### src/rtl/lru_pkg.sv
// Shared types and pseudo-LRU tree helpers for the 4-way LRU update controller.
// Tree bits are {b2, b1, b0}: b0 picks the half, b1/b2 pick the way within it.
package lru_pkg;
  typedef logic [1:0] way_t;
  typedef logic [2:0] plru_t;

  localparam int NUM_WAYS = 4;

  function automatic way_t plru_victim(input plru_t b);
    if (!b[0]) plru_victim = b[1] ? 2'd1 : 2'd0;
    else       plru_victim = b[2] ? 2'd3 : 2'd2;
  endfunction

  // Point the tree away from the way just touched; the other half's bit is kept.
  function automatic plru_t plru_touch(input plru_t b, input way_t w);
    plru_touch = b;
    case (w)
      2'd0: begin plru_touch[0] = 1'b1; plru_touch[1] = 1'b1; end
      2'd1: begin plru_touch[0] = 1'b1; plru_touch[1] = 1'b0; end
      2'd2: begin plru_touch[0] = 1'b0; plru_touch[2] = 1'b1; end
      default: begin plru_touch[0] = 1'b0; plru_touch[2] = 1'b0; end
    endcase
  endfunction
endpackage

### src/rtl/plru_next.sv
// Combinational next-state for one pseudo-LRU tree: picks the touched way
// (hit way or victim) and returns the updated tree bits.
module plru_next
  import lru_pkg::*;
(
  input  plru_t cur_bits,
  input  logic  hit,
  input  way_t  hit_way,
  output way_t  way,
  output plru_t new_bits
);
  way_t victim;

  always_comb begin
    victim   = plru_victim(cur_bits);
    way      = hit ? hit_way : victim;
    new_bits = plru_touch(cur_bits, way);
  end
endmodule

### src/rtl/lru_update_ctrl.sv
// Read-modify-write controller for a 4-way pseudo-LRU state array.
// Optional LRU_FWD_EN: forward the retiring write to a same-set request instead of stalling.
module lru_update_ctrl
  import lru_pkg::*;
#(
  parameter int S_INDEX = 4,
  parameter int WIDTH   = 3
) (
  input  logic               clk,
  input  logic               rst_n,
  input  logic               req_valid,
  output logic               req_ready,
  input  logic [S_INDEX-1:0] req_set,
  input  logic               req_hit,
  input  logic [1:0]         req_way,
  output logic               resp_valid,
  input  logic               resp_ready,
  output logic [1:0]         resp_way,
  output logic               lru_csb0,
  output logic               lru_web0,
  output logic [S_INDEX-1:0] lru_addr0,
  input  logic [WIDTH-1:0]   lru_dout0,
  output logic               lru_csb1,
  output logic               lru_web1,
  output logic [S_INDEX-1:0] lru_addr1,
  output logic [WIDTH-1:0]   lru_din1
);
  if (WIDTH != 3) begin : g_width_chk
    $error("lru_update_ctrl: only WIDTH=3 (4 ways) is supported");
  end

  logic               s1_valid_q, s1_valid_d;
  logic [S_INDEX-1:0] s1_set_q,   s1_set_d;
  way_t               s1_way_q,   s1_way_d;
  plru_t              s1_bits_q,  s1_bits_d;

  logic  fire, accept, same_set, hazard;
  plru_t cur_bits, new_bits;
  way_t  s0_way;

  assign fire     = s1_valid_q & resp_ready;
  assign same_set = s1_valid_q & (req_set == s1_set_q);

`ifdef LRU_FWD_EN
  // A same-set request can only be accepted on the fire cycle, so s1_bits
  // is exactly the value being written to the array at this edge.
  assign hazard   = 1'b0;
  assign cur_bits = same_set ? s1_bits_q : plru_t'(lru_dout0);
`else
  assign hazard   = same_set;
  assign cur_bits = plru_t'(lru_dout0);
`endif

  assign req_ready = ~s1_valid_q | (resp_ready & ~hazard);
  assign accept    = req_valid & req_ready;

  plru_next u_plru_next (
    .cur_bits (cur_bits),
    .hit      (req_hit),
    .hit_way  (way_t'(req_way)),
    .way      (s0_way),
    .new_bits (new_bits)
  );

  always_comb begin
    s1_valid_d = s1_valid_q;
    s1_set_d   = s1_set_q;
    s1_way_d   = s1_way_q;
    s1_bits_d  = s1_bits_q;
    if (accept) begin
      s1_valid_d = 1'b1;
      s1_set_d   = req_set;
      s1_way_d   = s0_way;
      s1_bits_d  = new_bits;
    end else if (fire) begin
      s1_valid_d = 1'b0;
    end
  end

  always_ff @(posedge clk or negedge rst_n) begin
    if (!rst_n) begin
      s1_valid_q <= 1'b0;
      s1_set_q   <= '0;
      s1_way_q   <= '0;
      s1_bits_q  <= '0;
    end else begin
      s1_valid_q <= s1_valid_d;
      s1_set_q   <= s1_set_d;
      s1_way_q   <= s1_way_d;
      s1_bits_q  <= s1_bits_d;
    end
  end

  assign resp_valid = s1_valid_q;
  assign resp_way   = s1_way_q;

  assign lru_csb0  = ~req_valid;
  assign lru_web0  = 1'b1;
  assign lru_addr0 = req_set;

  // Write-back happens only when the response is consumed: one write per accept.
  assign lru_csb1  = ~fire;
  assign lru_web1  = ~fire;
  assign lru_addr1 = s1_set_q;
  assign lru_din1  = s1_bits_q;
endmodule

### config.mk
export PLATFORM = sky130hd
export DESIGN_NAME = lru_update_ctrl
export DESIGN_NICKNAME = d
export VERILOG_FILES = /design/src/rtl/lru_pkg.sv /design/src/rtl/plru_next.sv /design/src/rtl/lru_update_ctrl.sv
export SDC_FILE = /design/constraint.sdc
export NUM_CORES = 1
export LEC_CHECK = 0
export BUFFER_PORTS_ARGS = -buffer_cell sky130_fd_sc_hd__buf_2
export CAP_MARGIN = 5
export CORE_MARGIN = 2
export CORE_UTILIZATION = 42
export DETAILED_ROUTE_END_ITERATION = 16
export HOLD_SLACK_MARGIN = 0.1
export PLACE_DENSITY = 0.89
export SYNTH_ARGS = -nofsm -noshare
export SYNTH_HDL_FRONTEND = slang
export SYNTH_HIERARCHICAL = 1
export SYNTH_SLANG_ARGS = --single-unit
### constraint.sdc
create_clock -name clk -period 1.8 [get_ports clk]
set_input_delay 0.36 -clock clk [delete_from_list [all_inputs] [get_ports clk]]
set_output_delay 0.36 -clock clk [all_outputs]
set_load 0.005 [all_outputs]
==> results of run 1 <==
-- cell usage in the layout (no fill, tap or decap), types with 2 or more instances in the layout --
| cell type | synthesis | layout |
|---|---|---|
| buf_2 | 0 | 31 |
| clkbuf_4 | 0 | 3 |
| dfrtp_1 | 10 | 10 |
| inv_1 | 4 | 4 |
| mux2_2 | 9 | 9 |
| mux2i_1 | 2 | 2 |
| nand2_1 | 2 | 2 |
| nor2b_1 | 2 | 2 |
| xnor2_1 | 4 | 4 |
-- logic make-up after synthesis --
kind of cell / Yosys count / synth area share
muxes: 11 / 0.206
and+or+nand+nor: 11 / 0.119
DFF: 10 / 0.426
buffers and inverters: 10 / 0.102
AOI/OAI and AO/OA: 5 / 0.0808
xor gates and xnor gates: 4 / 0.0596
other: 1 / 0.00638
-- sequential cells by signal, indices dropped and copies added (netlist names) --
name	count
resp_way	2
lru_addr1	4
resp_valid	1
lru_din1	3
-- power groups by stage --
stage	sequential, W	combinational [W]	clock (W)
4_1_cts	0.000294	0.000197	0.000155
6_report	0.000294	0.000198	0.000146
2_1_floorplan	0.000300	0.000108	0
5_1_grt	0.000300	0.000218	0.000162
3_5_place_dp	0.000297	0.000194	0
3_3_place_gp	0.000295	0.000188	0
-- worst max-delay path: stages, from the launching register on --
cell	delay, ns
dfrtp_1	0.40
xnor2_1	0.20
nand3_2	0.12
nor2_1	0.13
nor2b_1	0.05
buf_2	0.12
-- Yosys cell counts, drive strengths merged --
library cell  count  area share
or3               1       0.011
inv               4       0.026
a221o             1       0.017
conb              1      0.0064
mux2              9        0.17
o221ai            1       0.015
xnor2             4       0.060
or2b              1       0.013
dfrtp            10        0.43
nor2b             2       0.021
o21bai            1       0.032
o21ai             1      0.0085
nand3             1      0.0085
nor3b             1       0.013
nor2              1      0.0064
nand2             3       0.032
mux2i             2       0.034
buf               6       0.077
nand2b            1       0.015
a21oi             1      0.0085
-- worst paths after layout --
check | end | slack, ns | start
min reg2reg | lru_din1[2]$_DFFE_PN0P_ | 0.50 | lru_din1[2]$_DFFE_PN0P_
max reg2reg | resp_way[1]$_DFFE_PN0P_ | 0.40 | lru_addr1[3]$_DFFE_PN0P_
min in group asynchronous | lru_din1[1]$_DFFE_PN0P_ | 0.48 | rst_n
min | lru_addr1[0]$_DFFE_PN0P_ | 0.37 | req_set[0]
max in group asynchronous | lru_addr1[3]$_DFFE_PN0P_ | 1.13 | rst_n
max | req_ready | 0.16 | lru_addr1[3]$_DFFE_PN0P_
-- metrics by stage --
step / power (W) / hold slack (ns) / util
floorplan: 0.000409 / 0.0644 / -
global placement: 0.000483 / 0.224 / 0.551
detailed placement: 0.000492 / 0.227 / 0.551
CTS: 0.000646 / 0.365 / 0.576
global route: 0.000680 / 0.377 / 0.580
finish: 0.000638 / 0.374 / 0.580
-- routing by layer --
layer | part of all wire | global-route usage
met4 | 0 | 0.0968
met5 | 0 | 0
met1 | 0.40 | 0.139
met2 | 0.52 | 0.234
met3 | 0.083 | 0.0435
-- final cells by class --
type,instances,area [um2]
timing repair buffer,32,165
clock buffer,3,22.5
multi-input combinational,32,283
tap,15,18.8
sequential,10,250
fill,119,547
inverter,4,15.0
-- repair_timing --
item | 4_1_cts | 5_1_grt
resized for setup | 0 | 1
hold buffers | 1 | 0
endpoints found under the setup margin | 0 | 1
endpoints found under the hold margin | 10 | 0
==> impl_metrics.yaml, run 1 <==
sta:
  setup_ws_ns: 0.156
  fmax_mhz: 608
  skew_ns: 0.00485
  setup_viol: 0
  maxSlewViolCount: 0
  fin_crit_ns: 1.64
  final-hold-violation-count: 0
  rsz0062_at_grt: "no"
  period_share: 0.914
  final.setup.tns_ns: 0
finish:
  nets: 97
  drive_above_1_share: 0.580
  antenna_cells: 0
  fin_area_um2: 754
  instances_no_fill: 96
  area_growth_syn_to_layout_pct: 28.3
grt:
  antenna_found_initial: 0
  grt_max_degree: 11
  grt_pass1_wl_mm: 1.79
  grt_usage: 0.137
  grt_pass1_vias: 439
  gr-total-overflow: 0
pwr:
  comb_power_share: 0.310
  p_leak_nw: 0.378
  pwr-share-clk: 0.229
  p_seq_frac: 0.461
  power_density_mw_per_mm2: 845
  p_switching_w: 0.000182
  internal_power_w: 0.000455
  irDropWorstVdd_mv: 0.467
  switching_share: 0.286
job:
  drv_cap: 0
worst_setup_path:
  rr_worst_depth: 4
  cp.required_ns: 1.44
  cp.arrival_ns: 1.28
  path_max_fanout: 3
  critical_path.startpoint_type: "flop"
  crit_type: "reg -> out"
  endpoint_kind: "output port"
place:
  placedCellCount: 92
  dpl.hpwl_um: 894
  place_area_um2: 717
  dpl_worst_slack_ns: 0.325
  gp_congestion: 0.711
  io_buffers: 31
clocking:
  clk_path_buf_depth: 2
  clkSinkCount: 10
  post_cts_buffers: 0
  h-tree-depth: 1
  clkLatencyLatePin_ns: 0.26
  cts_root_buffer: "clkbuf_4"
  cts_buffers: 3
  clk_pin_slew_worst_paths_ns: 0.06
  cts_tree: "yes"
detailed_routing:
  firstDrtPassIters: 5
  drt_iter0_drc: 6
  drc: 0
  vias_per_cell: 4.91
  finalWirelength_mm: 1.15
  ant_nets: 0
  vias: 471
  wire_per_inst_um: 12.0
floorplanning:
  die_w_um: 41.4
  die_h_um: 41.4
  dieArea_mm2: 0.00172
  rows: 13
  ios: 33
  initial_core_util: 0.452
  core_region_area_mm2: 0.00130
synthesis:
  synth_nets: 66
  ys_types: 21
  synth_cells: 52
  synth.avg_cell_area_um2: 11.3
  yosys_warnings: 6
  synth_seq_cells: 10
  syn_area_um2: 588
  yosysSeqAreaShare: 0.426
outcome:
  status: "complete, no violations"
worst_hold_path:
  min_path_cells: 2
  min-delay-path-class: "in -> reg"
No activity file was read; power rests on OpenSTA's default activity.
==> inputs of run 2 (changes only) <==
==> constraint.sdc (replaced) <==
create_clock -name clk -period 1.8 [get_ports clk]
set_input_delay 0.27 -clock clk [delete_from_list [all_inputs] [get_ports clk]]
set_output_delay 0.27 -clock clk [all_outputs]
set_load 0.005 [all_outputs]
==> run 2 against run 1 <==
Compared with the run above: clock-buffer cell count is the same; sequential power is essentially flat; critical path type unchanged; core utilization shrank 0.38 points.
==> impl_metrics.yaml, run 2 (synthesis results as in run 1) <==
sta:
  setup_viol: 0
  rsz0062_at_grt: "no"
  final-hold-violation-count: 0
  period_share: 0.859
  fin_crit_ns: 1.55
  maxSlewViolCount: 0
  final.setup.tns_ns: 0
  fmax_mhz: 646
  skew_ns: 0.00291
clocking:
  clk_pin_slew_worst_paths_ns: 0.06
  cts_buffers: 3
  cts_tree: "yes"
  clk_path_buf_depth: 2
  cts_resized: 0
  clkSinkCount: 10
  cts_root_buffer: "clkbuf_4"
  clkLatencyLatePin_ns: 0.26
  h-tree-depth: 1
worst_setup_path:
  cp_cell_sequence: "xnor2_1 > nand3_1 > nor2_1 > nor2b_1 > buf_2"
  reg2reg_from: "lru_addr1[1]$_DFFE_PN0P_"
  cp.arrival_ns: 1.28
  critical_path.startpoint_type: "flop"
  path_max_fanout: 3
  endpoint_kind: "output port"
  crit_type: "reg -> out"
  cp.required_ns: 1.53
  critPathMaxStageDelay_ns: 0.40
  reg2reg_slack_ns: 0.41
  worstSetupStartpoint: "lru_addr1[1]$_DFFE_PN0P_"
  slowest_stage: "dfrtp_1"
finish:
  mostFrequentLayoutCells: "buf_2, dfrtp_1, mux2_2, inv_1, xnor2_1"
  drive_above_1_share: 0.568
  area_growth_syn_to_layout_pct: 27.4
  multi_input_area_um2: 278
  fillers: 122
  largest_reg_flops: 4
  antenna_cells: 0
  nets: 97
  ff_latch_area_um2: 250
  layout_commonest_cell: "buf_2"
floorplanning:
  initial_core_util: 0.452
  die_h_um: 41.4
  die_w_um: 41.4
  dieArea_mm2: 0.00172
  rows: 13
  core_region_area_mm2: 0.00130
  ios: 33
detailed_routing:
  highest_layer: "met4"
  wl_met1_um: 477
  vias: 474
  vias_per_cell: 4.94
  ant_nets: 0
  wire_per_inst_um: 12.3
  drt_iter0_drc: 7
  firstDrtPassIters: 4
  wl_met3_um: 88
  drc: 0
  wl_met2_um: 595
  finalWirelength_mm: 1.18
job:
  drv_cap: 0
outcome:
  status: "complete, no violations"
pwr:
  irDropWorstVdd_mv: 0.497
  power_w: 0.000634
  p_leak_nw: 0.377
  power_density_mw_per_mm2: 846
grt:
  grt_usage: 0.146
  grt_max_degree: 11
  grt_pass1_wl_mm: 1.93
  gr-total-overflow: 0
  grt_pass1_vias: 488
  antenna_found_initial: 0
place:
  gp_congestion: 0.754
  io_buffers: 31
worst_hold_path:
  min-delay-path-class: "in -> reg"
  worstHoldStart: "req_set[3]"
-- run 2: final cells by class --
class / count / area share
Tap cell: 15 / 0.0250
Multi-Input combinational cell: 32 / 0.371
Clock buffer: 3 / 0.0301
Sequential cell: 10 / 0.334
Inverter: 4 / 0.0200
Timing Repair Buffer: 32 / 0.220
-- run 2: power by group --
part	internal [W]	total (W)	switching (W)
registers	0.000267	0.000292	0.0000252
logic	0.000111	0.000194	0.0000832
clock network	0.0000770	0.000148	0.0000712
-- run 2: path summary, 6_finish.rpt --
check	endpoint	cells past startpoint
min	lru_addr1[3]$_DFFE_PN0P_	2
max reg2reg	resp_way[0]$_DFFE_PN0P_	4
max	req_ready	5
min in group asynchronous	lru_din1[1]$_DFFE_PN0P_	2
min reg2reg	lru_din1[2]$_DFFE_PN0P_	1
max in group asynchronous	lru_addr1[3]$_DFFE_PN0P_	2
-- run 2: metal layers --
| layer | vias up | GRT usage |
|---|---|---|
| met5 | - | 0 |
| met1 | 221 | 0.146 |
| met3 | 2 | 0.0609 |
| met2 | 21 | 0.250 |
| li1 | 230 | - |
| met4 | 0 | 0.0839 |
-- run 2: timing repair --
| action | 4_1_cts | 5_1_grt |
|---|---|---|
| hold buffers | 1 | 0 |
| buffers inserted | 0 | 0 |
| hold endpoints to repair | 10 | 0 |
-- run 2: critical path: cells and delay by family, from the launching register on --
kind | cells | cell delay (ns)
xor gates and xnor gates | 1 | 0.16
buffers and inverters | 1 | 0.12
DFF | 1 | 0.40
and+or+nand+nor | 3 | 0.35
-- run 2: through the flow --
step | instance area (um2) | cells | worst slack (ns) | hold slack [ns] | utilization
after floorplan | 588 | 52 | 0.476 | -0.0256 | -
after global placement | 717 | 92 | 0.424 | 0.135 | 0.551
after detailed placement | 717 | 92 | 0.410 | 0.145 | 0.551
after CTS | 749 | 96 | 0.230 | 0.272 | 0.576
after global routing | 749 | 96 | 0.0868 | 0.277 | 0.576
final | 749 | 96 | 0.253 | 0.280 | 0.576
==> inputs of run 3 (changes only) <==
--- a/config.mk
+++ b/config.mk
@@ -8,10 +8,10 @@
 export BUFFER_PORTS_ARGS = -buffer_cell sky130_fd_sc_hd__buf_2
 export CAP_MARGIN = 5
 export CORE_MARGIN = 2
-export CORE_UTILIZATION = 42
+export CORE_UTILIZATION = 38
 export DETAILED_ROUTE_END_ITERATION = 16
 export HOLD_SLACK_MARGIN = 0.1
-export PLACE_DENSITY = 0.89
+export PLACE_DENSITY = 0.85
 export SYNTH_ARGS = -nofsm -noshare
 export SYNTH_HDL_FRONTEND = slang
 export SYNTH_HIERARCHICAL = 1
==> constraint.sdc (replaced) <==
create_clock -name clk -period 1.26 [get_ports clk]
set_input_delay 0.189 -clock clk [delete_from_list [all_inputs] [get_ports clk]]
set_output_delay 0.189 -clock clk [all_outputs]
set_load 0.005 [all_outputs]
==> run 3 against run 2 <==
Compared with the run above: the flow now finishes with violations (setup timing); power is 55% higher; core utilization is 0.71 points lower; critical endpoint is now lru_din1[2]$_DFFE_PN0P_; combinational power is 84% higher; final cell count is 9.4% higher; clock-buffer cell count stayed put; register-to-register slack worse by 0.66 ns; worst setup slack worse by 0.50 ns; via count is 8.2% higher; clock skew is 0.0021 ns higher; critical path type is now reg -> reg.
==> impl_metrics.yaml, run 3 (synthesis results as in run 1) <==
sta:
  fmax_mhz: 664
  maxSlewViolCount: 0
  final-hold-violation-count: 0
  setup_viol: 6
  period_share: 1.19
  setup_ws_ns: -0.245
  skew_ns: 0.00499
  rsz0062_at_grt: "yes"
  fin_crit_ns: 1.51
detailed_routing:
  drt_iter0_drc: 7
  vias: 513
  wire_per_inst_um: 11.4
  vias_per_cell: 4.89
  finalWirelength_mm: 1.20
  firstDrtPassIters: 4
  drc: 0
  ant_nets: 0
pwr:
  pwr-share-clk: 0.211
  switching_share: 0.280
  power_density_mw_per_mm2: 1170
  comb_power_share: 0.363
  internal_power_w: 0.000708
  p_seq_frac: 0.426
  irDropWorstVdd_mv: 0.627
  power_w: 0.000983
  p_switching_w: 0.000275
  p_leak_nw: 0.434
place:
  dpl.hpwl_um: 977
  io_buffers: 31
  dpl_worst_slack_ns: -0.182
  gp_congestion: 0.693
finish:
  fillers: 140
  largest_reg_flops: 4
  antenna_cells: 0
  area_growth_syn_to_layout_pct: 42.3
  mostFrequentLayoutCells: "buf_2, dfrtp_1, buf_4, mux2_2, inv_1"
  drive_above_1_share: 0.629
  nets: 105
  layout_commonest_cell: "buf_2"
clocking:
  clk_pin_slew_worst_paths_ns: 0.06
  clkSinkCount: 10
  clkLatencyLatePin_ns: 0.26
  clk_path_buf_depth: 2
  cts_root_buffer: "clkbuf_4"
  cts_buffers: 3
  h-tree-depth: 1
  cts_tree: "yes"
worst_setup_path:
  endpoint_kind: "flop"
  path_max_fanout: 5
  cp.arrival_ns: 1.65
  crit_type: "reg -> reg"
  critical_path.startpoint_type: "flop"
  reg2reg_slack_ns: -0.25
  cp.required_ns: 1.40
grt:
  grt_pass1_wl_mm: 1.99
  gr-total-overflow: 0
  grt_max_degree: 11
  antenna_found_initial: 0
  grt_usage: 0.145
  grt_pass1_vias: 507
outcome:
  status: "complete, but fails checks"
  violations: "setup timing"
floorplanning:
  dieArea_mm2: 0.00188
  rows: 14
  die_h_um: 43.3
  die_w_um: 43.3
  ios: 33
  core_region_area_mm2: 0.00147
  initial_core_util: 0.400
worst_hold_path:
  min-delay-path-class: "in -> reg"
job:
  drv_cap: 0
==> run 3: changes by cell type in the layout (fill, tap and decap cells not counted), sizes merged <==
cell | previous run | this run
buf | 31 | 39
==> run 3: layout make-up <==
class / instances / area, um2 / area share
inverter: 4 / 15.0 / 0.0179
clock buffer: 3 / 22.5 / 0.0269
timing repair buffer: 40 / 225 / 0.269
multi-input combinational: 32 / 304 / 0.363
sequential: 10 / 250 / 0.299
tap: 16 / 20.0 / 0.0239
==> run 3: what timing repair did <==
action / 4_1_cts / 5_1_grt
hold buffers: 1 / 0
endpoints found under the hold margin: 10 / 0
buffers inserted: 1 / 0
resized for setup: 2 / 4
pin swaps: 4 / 1
endpoints found under the setup margin: 6 / 6
==> run 3: layer usage <==
layer	share of wire	routed length [um]	global-route usage
met1	0.38	455	0.140
met2	0.55	655	0.275
met3	0.074	89	0.0292
met4	0	0	0.0909
met5	0	0	0
==> run 3: power by group through the flow <==
stage                     sequential (W)  clock (W)  combinational (W)
final                           0.000419   0.000208           0.000357
after global placement          0.000420          0           0.000315
after global routing            0.000427   0.000243           0.000393
after detailed placement        0.000422          0           0.000324
after CTS                       0.000417   0.000220           0.000343
after floorplan                 0.000429          0           0.000155
==> run 3: worst paths after layout <==
kind                                           from                       end  depth (start not counted)
setup / recovery           lru_addr1[1]$_DFFE_PN0P_   lru_din1[2]$_DFFE_PN0P_                          5
min in group asynchronous                     rst_n   resp_way[0]$_DFFE_PN0P_                          2
max in group asynchronous                     rst_n  lru_addr1[1]$_DFFE_PN0P_                          2
setup reg to reg           lru_addr1[1]$_DFFE_PN0P_   lru_din1[2]$_DFFE_PN0P_                          5
hold / removal                           req_set[0]  lru_addr1[0]$_DFFE_PN0P_                          2
hold reg to reg             lru_din1[1]$_DFFE_PN0P_   lru_din1[1]$_DFFE_PN0P_                          1
==> run 3: through the flow <==
step / hold slack (ns) / std cells / cell area (um2) / TNS (ns) / util
finish: 0.198 / 105 / 837 / -1.33 / 0.569
global route: 0.188 / 105 / 837 / -1.87 / 0.569
CTS: 0.189 / 105 / 818 / -1.50 / 0.556
detailed placement: 0.0568 / 100 / 771 / -0.978 / 0.524
global placement: 0.0538 / 100 / 771 / -0.588 / 0.524
floorplan: -0.107 / 52 / 588 / -0.318 / -
==> run 3: worst max-delay path: stages (launching register included) <==
cell and delay (ns):
dfrtp_1 0.39, xnor2_1 0.15, nand3_1 0.11, buf_4 0.15, o21bai_4 0.23, mux2_2 0.36
